## config.mk

```make
export PLATFORM = sky130hd
export DESIGN_NAME = backup_sd_ctrl
export DESIGN_NICKNAME = d
export VERILOG_FILES = /design/src/rtl/neogeo_backup_pkg.sv /design/src/rtl/sd_sector_hs.sv /design/src/rtl/backup_sd_ctrl.sv
export SDC_FILE = /design/constraint.sdc
export NUM_CORES = 1
export LEC_CHECK = 0
export CAP_MARGIN = 20
export CORE_AREA = 3 3 85 87
export CTS_CLUSTER_SIZE = 8
export DETAILED_ROUTE_END_ITERATION = 8
export DIE_AREA = 0 0 88 90
export PLACE_DENSITY_LB_ADDON = 0.25
export SETUP_SLACK_MARGIN = 0.3
export SLEW_MARGIN = 20
export SYNTH_ARGS = -nofsm -noshare
export SYNTH_HDL_FRONTEND = slang
export SYNTH_SLANG_ARGS = --single-unit
```

## constraint.sdc

```tcl
create_clock -name clk_sys -period 2.2 [get_ports clk_sys]
set_input_delay 0.22 -clock clk_sys [delete_from_list [all_inputs] [get_ports clk_sys]]
set_output_delay 0.22 -clock clk_sys [all_outputs]
set_load 0.005 [all_outputs]
```

## src/rtl/neogeo_backup_pkg.sv

```systemverilog
// neogeo_backup_pkg: shared FSM state and geometry for the backup RAM SD transfer.
package neogeo_backup_pkg;
  localparam int BKP_SECTOR_WORDS = 256;
  localparam int BKP_SECTORS = 128;
  typedef enum logic [2:0] {IDLE, LOAD_REQ, LOAD_XFER, SAVE_REQ, SAVE_XFER, NEXT} bkp_state_t;
endpackage

```

## src/rtl/sd_sector_hs.sv

```systemverilog
// sd_sector_hs: per-sector sd_ack edge detector shared by load and save.
module sd_sector_hs (
  input  logic clk,
  input  logic rst_n,
  input  logic req,
  input  logic xfer,
  input  logic ack,
  output logic start,
  output logic done
);
  logic ack_q;
  always_ff @(posedge clk or negedge rst_n)
    if (!rst_n) ack_q <= 1'b0;
    else ack_q <= ack;
  assign start = req & ack & ~ack_q;
  assign done = xfer & ack_q & ~ack;
endmodule

```

## src/rtl/backup_sd_ctrl.sv

```systemverilog
// backup_sd_ctrl: moves the backup RAM image between port B and the HPS SD interface.
// Define BACKUP_AUTOSAVE_EN to also save automatically once CPU writes go quiet.
module backup_sd_ctrl
  import neogeo_backup_pkg::*;
#(
  parameter int SECTORS = BKP_SECTORS,
  parameter logic [23:0] AUTOSAVE_DELAY = 24'd5_000_000
) (
  input  logic        clk_sys,
  input  logic        nRESET,
  input  logic        img_mounted,
  input  logic        img_readonly,
  input  logic [63:0] img_size,
  input  logic        save_req,
  input  logic        cpu_write,
  output logic [31:0] sd_lba,
  output logic        sd_rd,
  output logic        sd_wr,
  input  logic        sd_ack,
  input  logic [7:0]  sd_buff_addr,
  input  logic        sd_buff_wr,
  output logic [14:0] sram_addr,
  output logic        sram_wr,
  output logic        busy,
  output logic        dirty
);
  bkp_state_t state, nxt;
  logic pend_load, pend_save, mounted, ro, op_save;
  logic go_load, go_save, drop_save, inc, load_done, auto_go, ack_start, ack_done, last;
  assign last = sd_lba == 32'(SECTORS - 1);
  assign sd_rd = state == LOAD_REQ;
  assign sd_wr = state == SAVE_REQ;
  assign busy = state != IDLE;
  assign sram_addr = {sd_lba[6:0], sd_buff_addr};
  assign sram_wr = sd_buff_wr & sd_ack & (state == LOAD_XFER);
  assign load_done = (state == NEXT) & last & ~pend_load & ~op_save;
  sd_sector_hs u_hs (
    .clk  (clk_sys),
    .rst_n(nRESET),
    .req  (sd_rd | sd_wr),
    .xfer (state == LOAD_XFER || state == SAVE_XFER),
    .ack  (sd_ack),
    .start(ack_start),
    .done (ack_done)
  );
  always_comb begin
    nxt = state;
    go_load = 1'b0;
    go_save = 1'b0;
    drop_save = 1'b0;
    inc = 1'b0;
    case (state)
      IDLE:
        if (pend_load) begin
          nxt = LOAD_REQ;
          go_load = 1'b1;
        end else if (pend_save) begin
          go_save = mounted & ~ro;
          drop_save = ~(mounted & ~ro);
          nxt = go_save ? SAVE_REQ : IDLE;
        end else if (auto_go) begin
          nxt = SAVE_REQ;
          go_save = 1'b1;
        end
      LOAD_REQ:  nxt = ack_start ? LOAD_XFER : LOAD_REQ;
      LOAD_XFER: nxt = ack_done ? NEXT : LOAD_XFER;
      SAVE_REQ:  nxt = ack_start ? SAVE_XFER : SAVE_REQ;
      SAVE_XFER: nxt = ack_done ? NEXT : SAVE_XFER;
      NEXT:
        // a new mount wins over whatever is running, but only between sectors
        if (pend_load) begin
          nxt = LOAD_REQ;
          go_load = 1'b1;
        end else if (last) nxt = IDLE;
        else begin
          nxt = op_save ? SAVE_REQ : LOAD_REQ;
          inc = 1'b1;
        end
      default: nxt = IDLE;
    endcase
  end
  always_ff @(posedge clk_sys or negedge nRESET)
    if (!nRESET) begin
      state <= IDLE;
      pend_load <= 1'b0;
      pend_save <= 1'b0;
      mounted <= 1'b0;
      ro <= 1'b0;
      dirty <= 1'b0;
      op_save <= 1'b0;
      sd_lba <= '0;
    end else begin
      state <= nxt;
      if (img_mounted) begin
        mounted <= |img_size;
        ro <= img_readonly;
      end
      pend_load <= (img_mounted & |img_size) | (pend_load & ~go_load);
      pend_save <= save_req | (pend_save & ~go_save & ~drop_save);
      dirty <= cpu_write | (dirty & ~go_save & ~load_done);
      if (go_load | go_save) begin
        sd_lba <= '0;
        op_save <= go_save;
      end else if (inc) sd_lba <= sd_lba + 32'd1;
    end
`ifdef BACKUP_AUTOSAVE_EN
  logic [23:0] idle_cnt;
  logic armed;
  always_ff @(posedge clk_sys or negedge nRESET)
    if (!nRESET) begin
      idle_cnt <= '0;
      armed <= 1'b0;
    end else begin
      idle_cnt <= cpu_write ? 24'd0 : (idle_cnt == AUTOSAVE_DELAY) ? idle_cnt : idle_cnt + 24'd1;
      armed <= cpu_write | (armed & ~go_save);
    end
  assign auto_go = armed & (idle_cnt == AUTOSAVE_DELAY) & dirty & mounted & ~ro;
`else
  assign auto_go = 1'b0;
`endif
endmodule

```

==> PnR_summary.wiki <==
{| class="wikitable"
! Metric !! Value
|-
| Result of the run || finished, final reports clean
|-
| Most instantiated flip-flop cell in the synthesis netlist || sky130_fd_sc_hd__dfrtp_1
|-
| TritonCTS Sinks || 42
|-
| Ratio of total power to cell area || 558 nW/um^2
|-
| Kind of capture point of the worst setup path || register
|-
| Maximum level of the CTS H-tree || 2
|-
| Top-Level Pins || 132
|-
| Commonest cells in the synthesized netlist || sky130_fd_sc_hd__dfrtp_1 (42), sky130_fd_sc_hd__nor2_1 (31), sky130_fd_sc_hd__nor4_1 (23)
|-
| Number of slew-limit violations in the final report || 0
|-
| Total standard cell area after synthesis || 2640 sq um
|-
| Required @ worst endpoint || 2.42 ns
|-
| Final setup slack of the worst path || 0.253 ns
|-
| First-pass detailed-route iteration total || 4
|-
| Worst Path Arrival || 2.17 ns
|-
| Static Leakage || 0.00170 uW
|-
| CP Max Fanout || 27
|-
| Buffer type at the clock tree root || sky130_fd_sc_hd__clkbuf_8
|-
| Layout Nets || 500
|-
| Post-DR vias/cell || 5.60
|-
| Post-route clock period utilization || 88.5%
|-
| Worst setup timing slack at the placement stage || 0.123 ns
|-
| Die Area || 7920 sq um
|-
| Post-synthesis register bit count || 42
|-
| Tightest Hold Check Type || primary input to asynchronous set/reset pin
|-
| RSZ-0062 raised after global routing || true
|-
| Worst reg-to-reg path cell count || 7
|-
| Synth warn || 0
|-
| Distinct cell type count of the synthesized netlist || 50
|-
| Proportion of synthesized chip area in sequential cells || 39.8%
|-
| Placed wire-length estimate after detailed placement || 6070 um
|-
| Maximum resistive drop on vdd || 0.000404 V
|-
| Detailed-route wire length per cell || 16.3 um
|-
| Worst Tran Pin Value || 0.954 ns
|-
| Total congestion overflow || 0
|-
| DRC marker count from the first detailed-route iteration || 215
|-
| Type of the setup path with the least slack || register to register
|-
| Residual antenna-violating net count after detailed routing || 0
|-
| Antenna violations before repair || 0
|-
| Layout area overhead || 58.4%
|-
| Count of flip-flops with a built-in enable after synthesis || 0
|-
| Average instance area after synthesis || 9.23 sq um
|-
| Post-Synthesis Cells || 286
|-
| Clock latency at the later pin of the worst-skew pair || 0.30 ns
|-
| CTS tree || built
|-
| Most repeated cell in the gate-level netlist after synthesis || sky130_fd_sc_hd__dfrtp_1
|-
| GRT Overall Usage || 20.7%
|-
| Total of endpoints with negative setup slack in the final report || 0
|-
| Worst setup slack for register-to-register paths || 0.25 ns
|-
| Std-Cell Rows || 29
|-
| Layout cell share with drive strength beyond 1 || 19.5%
|-
| Skew final || 0.00573 ns
|-
| Vertical die dimension || 90 um
|-
| Min Tclk post-route || 1.95 ns
|-
| Vias in the first global route || 2772
|-
| Share of Yosys cell area claimed by the top area cell type || 39.8%
|-
| Number of vias in the routed layout || 2784
|-
| Worst slew margin relative to its limit || 36.4%
|-
| Std-Cell Core Area || 6420 sq um
|-
| Final core utilization || 65.1%
|-
| Post-synth net total || 367
|-
| MaxCap Viol Count || 0
|-
| Effective utilization at floorplan || 41.1%
|-
| Maximum buffer depth of the clock tree || 2
|-
| Total wirelength of the detailed-routed design || 8120 um
|-
| Ys async rst share || 100%
|-
| Antenna diode count || 0
|-
| CTS Buf Count || 5
|-
| Total DRC errors in the routed layout || 0
|-
| Kind of start point of the critical path || register
|-
| Hold Violations, Final || 0
|-
| Achievable frequency || 514 MHz
|-
| IO buf count || 115
|-
| Leading cell types by total area after synthesis || sky130_fd_sc_hd__dfrtp_1 (40%), sky130_fd_sc_hd__nor4_1 (5.5%), sky130_fd_sc_hd__buf_4 (4.8%)
|-
| Reg2reg start || state[2]$_DFFE_PN0P_
|-
| Cell taking the most area after synthesis || sky130_fd_sc_hd__dfrtp_1
|-
| Wire length of the first global-routing pass || 13200 um
|-
| Width of the chip || 88 um
|-
| Setup TNS Final || 0 ns
|-
| Last weighted congestion value of the routability-driven placer || 0.861
|-
| Clock-pin slew on the worst setup and hold paths || 0.09 ns
|-
| Pin count of the biggest net entering global routing || 43
|-
| Endpoint of the worst-slack reg-to-reg timing path || sd_lba[13]$_DFFE_PN0P_
|}
## critical path: stages (launching register included)
cell and delay (ns):
sky130_fd_sc_hd__dfrtp_2 0.48, sky130_fd_sc_hd__buf_4 0.16, sky130_fd_sc_hd__nand3b_1 0.13, sky130_fd_sc_hd__a21oi_2 0.09, sky130_fd_sc_hd__or2_1 0.25, sky130_fd_sc_hd__buf_12 0.17
sky130_fd_sc_hd__or4_1 0.48, sky130_fd_sc_hd__o21ai_0 0.10
## cell families (layout without fill, tap and decap cells)
kind of cell | after synthesis | count (layout) | synth area share [%]
compound gates | 46 | 46 | 11.7
xor+xnor | 16 | 16 | 5.31
fa+ha+maj | 1 | 1 | 0.474
buf+inv | 36 | 170 | 8.58
flops | 42 | 42 | 39.8
mux | 4 | 4 | 1.56
simple gates | 141 | 141 | 32.5
## final cells by class
type / count / area [sq um]
multi-input cells: 208 / 1460
clock inverters: 3 / 21.3
clock buffers: 5 / 68.8
inverters: 12 / 45.0
well taps: 77 / 96.3
fillers: 531 / 2240
repair buffers: 150 / 1420
flip-flops and latches: 42 / 1060
## cells in the final DEF (no fill, tap or decap), drive strengths merged, types with 5 or more instances in the layout
cell,n
nor4,24
o21ai,13
clkbuf,5
nand3,11
inv,12
nand2,19
nor3,7
xor2,14
or3,8
buf,36
nand4,20
nor2,31
dfrtp,42
a21oi,12
clkdlybuf4s50,112
## layer usage
layer  vias up  wire, um  track usage, %
met3        11       554            5.12
li1       1319         -               -
met2       114      4360            36.4
met5         -         0               0
met4         0       123            5.50
met1      1340      3080            24.6
## registers in the layout, indices dropped and copies added, names as in the netlist
signal	cells
dirty	1
ro	1
mounted	1
pend_save	1
state	3
pend_load	1
sd_lba	32
op_save	1
u_hs.ack_q	1
## worst max-delay path by stage
stage                     depth (start not counted)                endpoint                   start
after detailed placement                          6  sd_lba[19]$_DFFE_PN0P_  sd_lba[12]$_DFFE_PN0P_
after global placement                            6  sd_lba[19]$_DFFE_PN0P_  sd_lba[10]$_DFFE_PN0P_
after CTS                                         4                 sram_wr    state[2]$_DFFE_PN0P_
final                                             7  sd_lba[13]$_DFFE_PN0P_    state[2]$_DFFE_PN0P_
after floorplan                                   6    state[0]$_DFFE_PN0P_   sd_lba[8]$_DFFE_PN0P_
after global routing                              7  sd_lba[13]$_DFFE_PN0P_    state[2]$_DFFE_PN0P_
## through the flow
stage / cell area, sq um / total power (uW) / hold slack, ns / instances
global placement: 3840 / 1740 / 0.422 / 471
global route: 4180 / 2470 / 0.136 / 497
CTS: 4040 / 2310 / 0.100 / 489
finish: 4180 / 2330 / 0.0641 / 497
detailed placement: 3840 / 1750 / 0.425 / 471
floorplan: 2640 / 1350 / -0.0756 / 286
## where the power goes
group	switching [uW]	internal [uW]
clock network	290	223
registers	85.6	829
logic	425	479
total	801	1530
## what timing repair did
| item | in CTS | in global routing |
|---|---|---|
| endpoints found under the setup margin | 26 | 29 |
| resized for setup | 13 | 19 |
| setup buffers | 10 | 8 |
| pin swaps | 5 | 7 |
| hold buffers | 0 | 0 |
(Power assumes the default switching activity.)
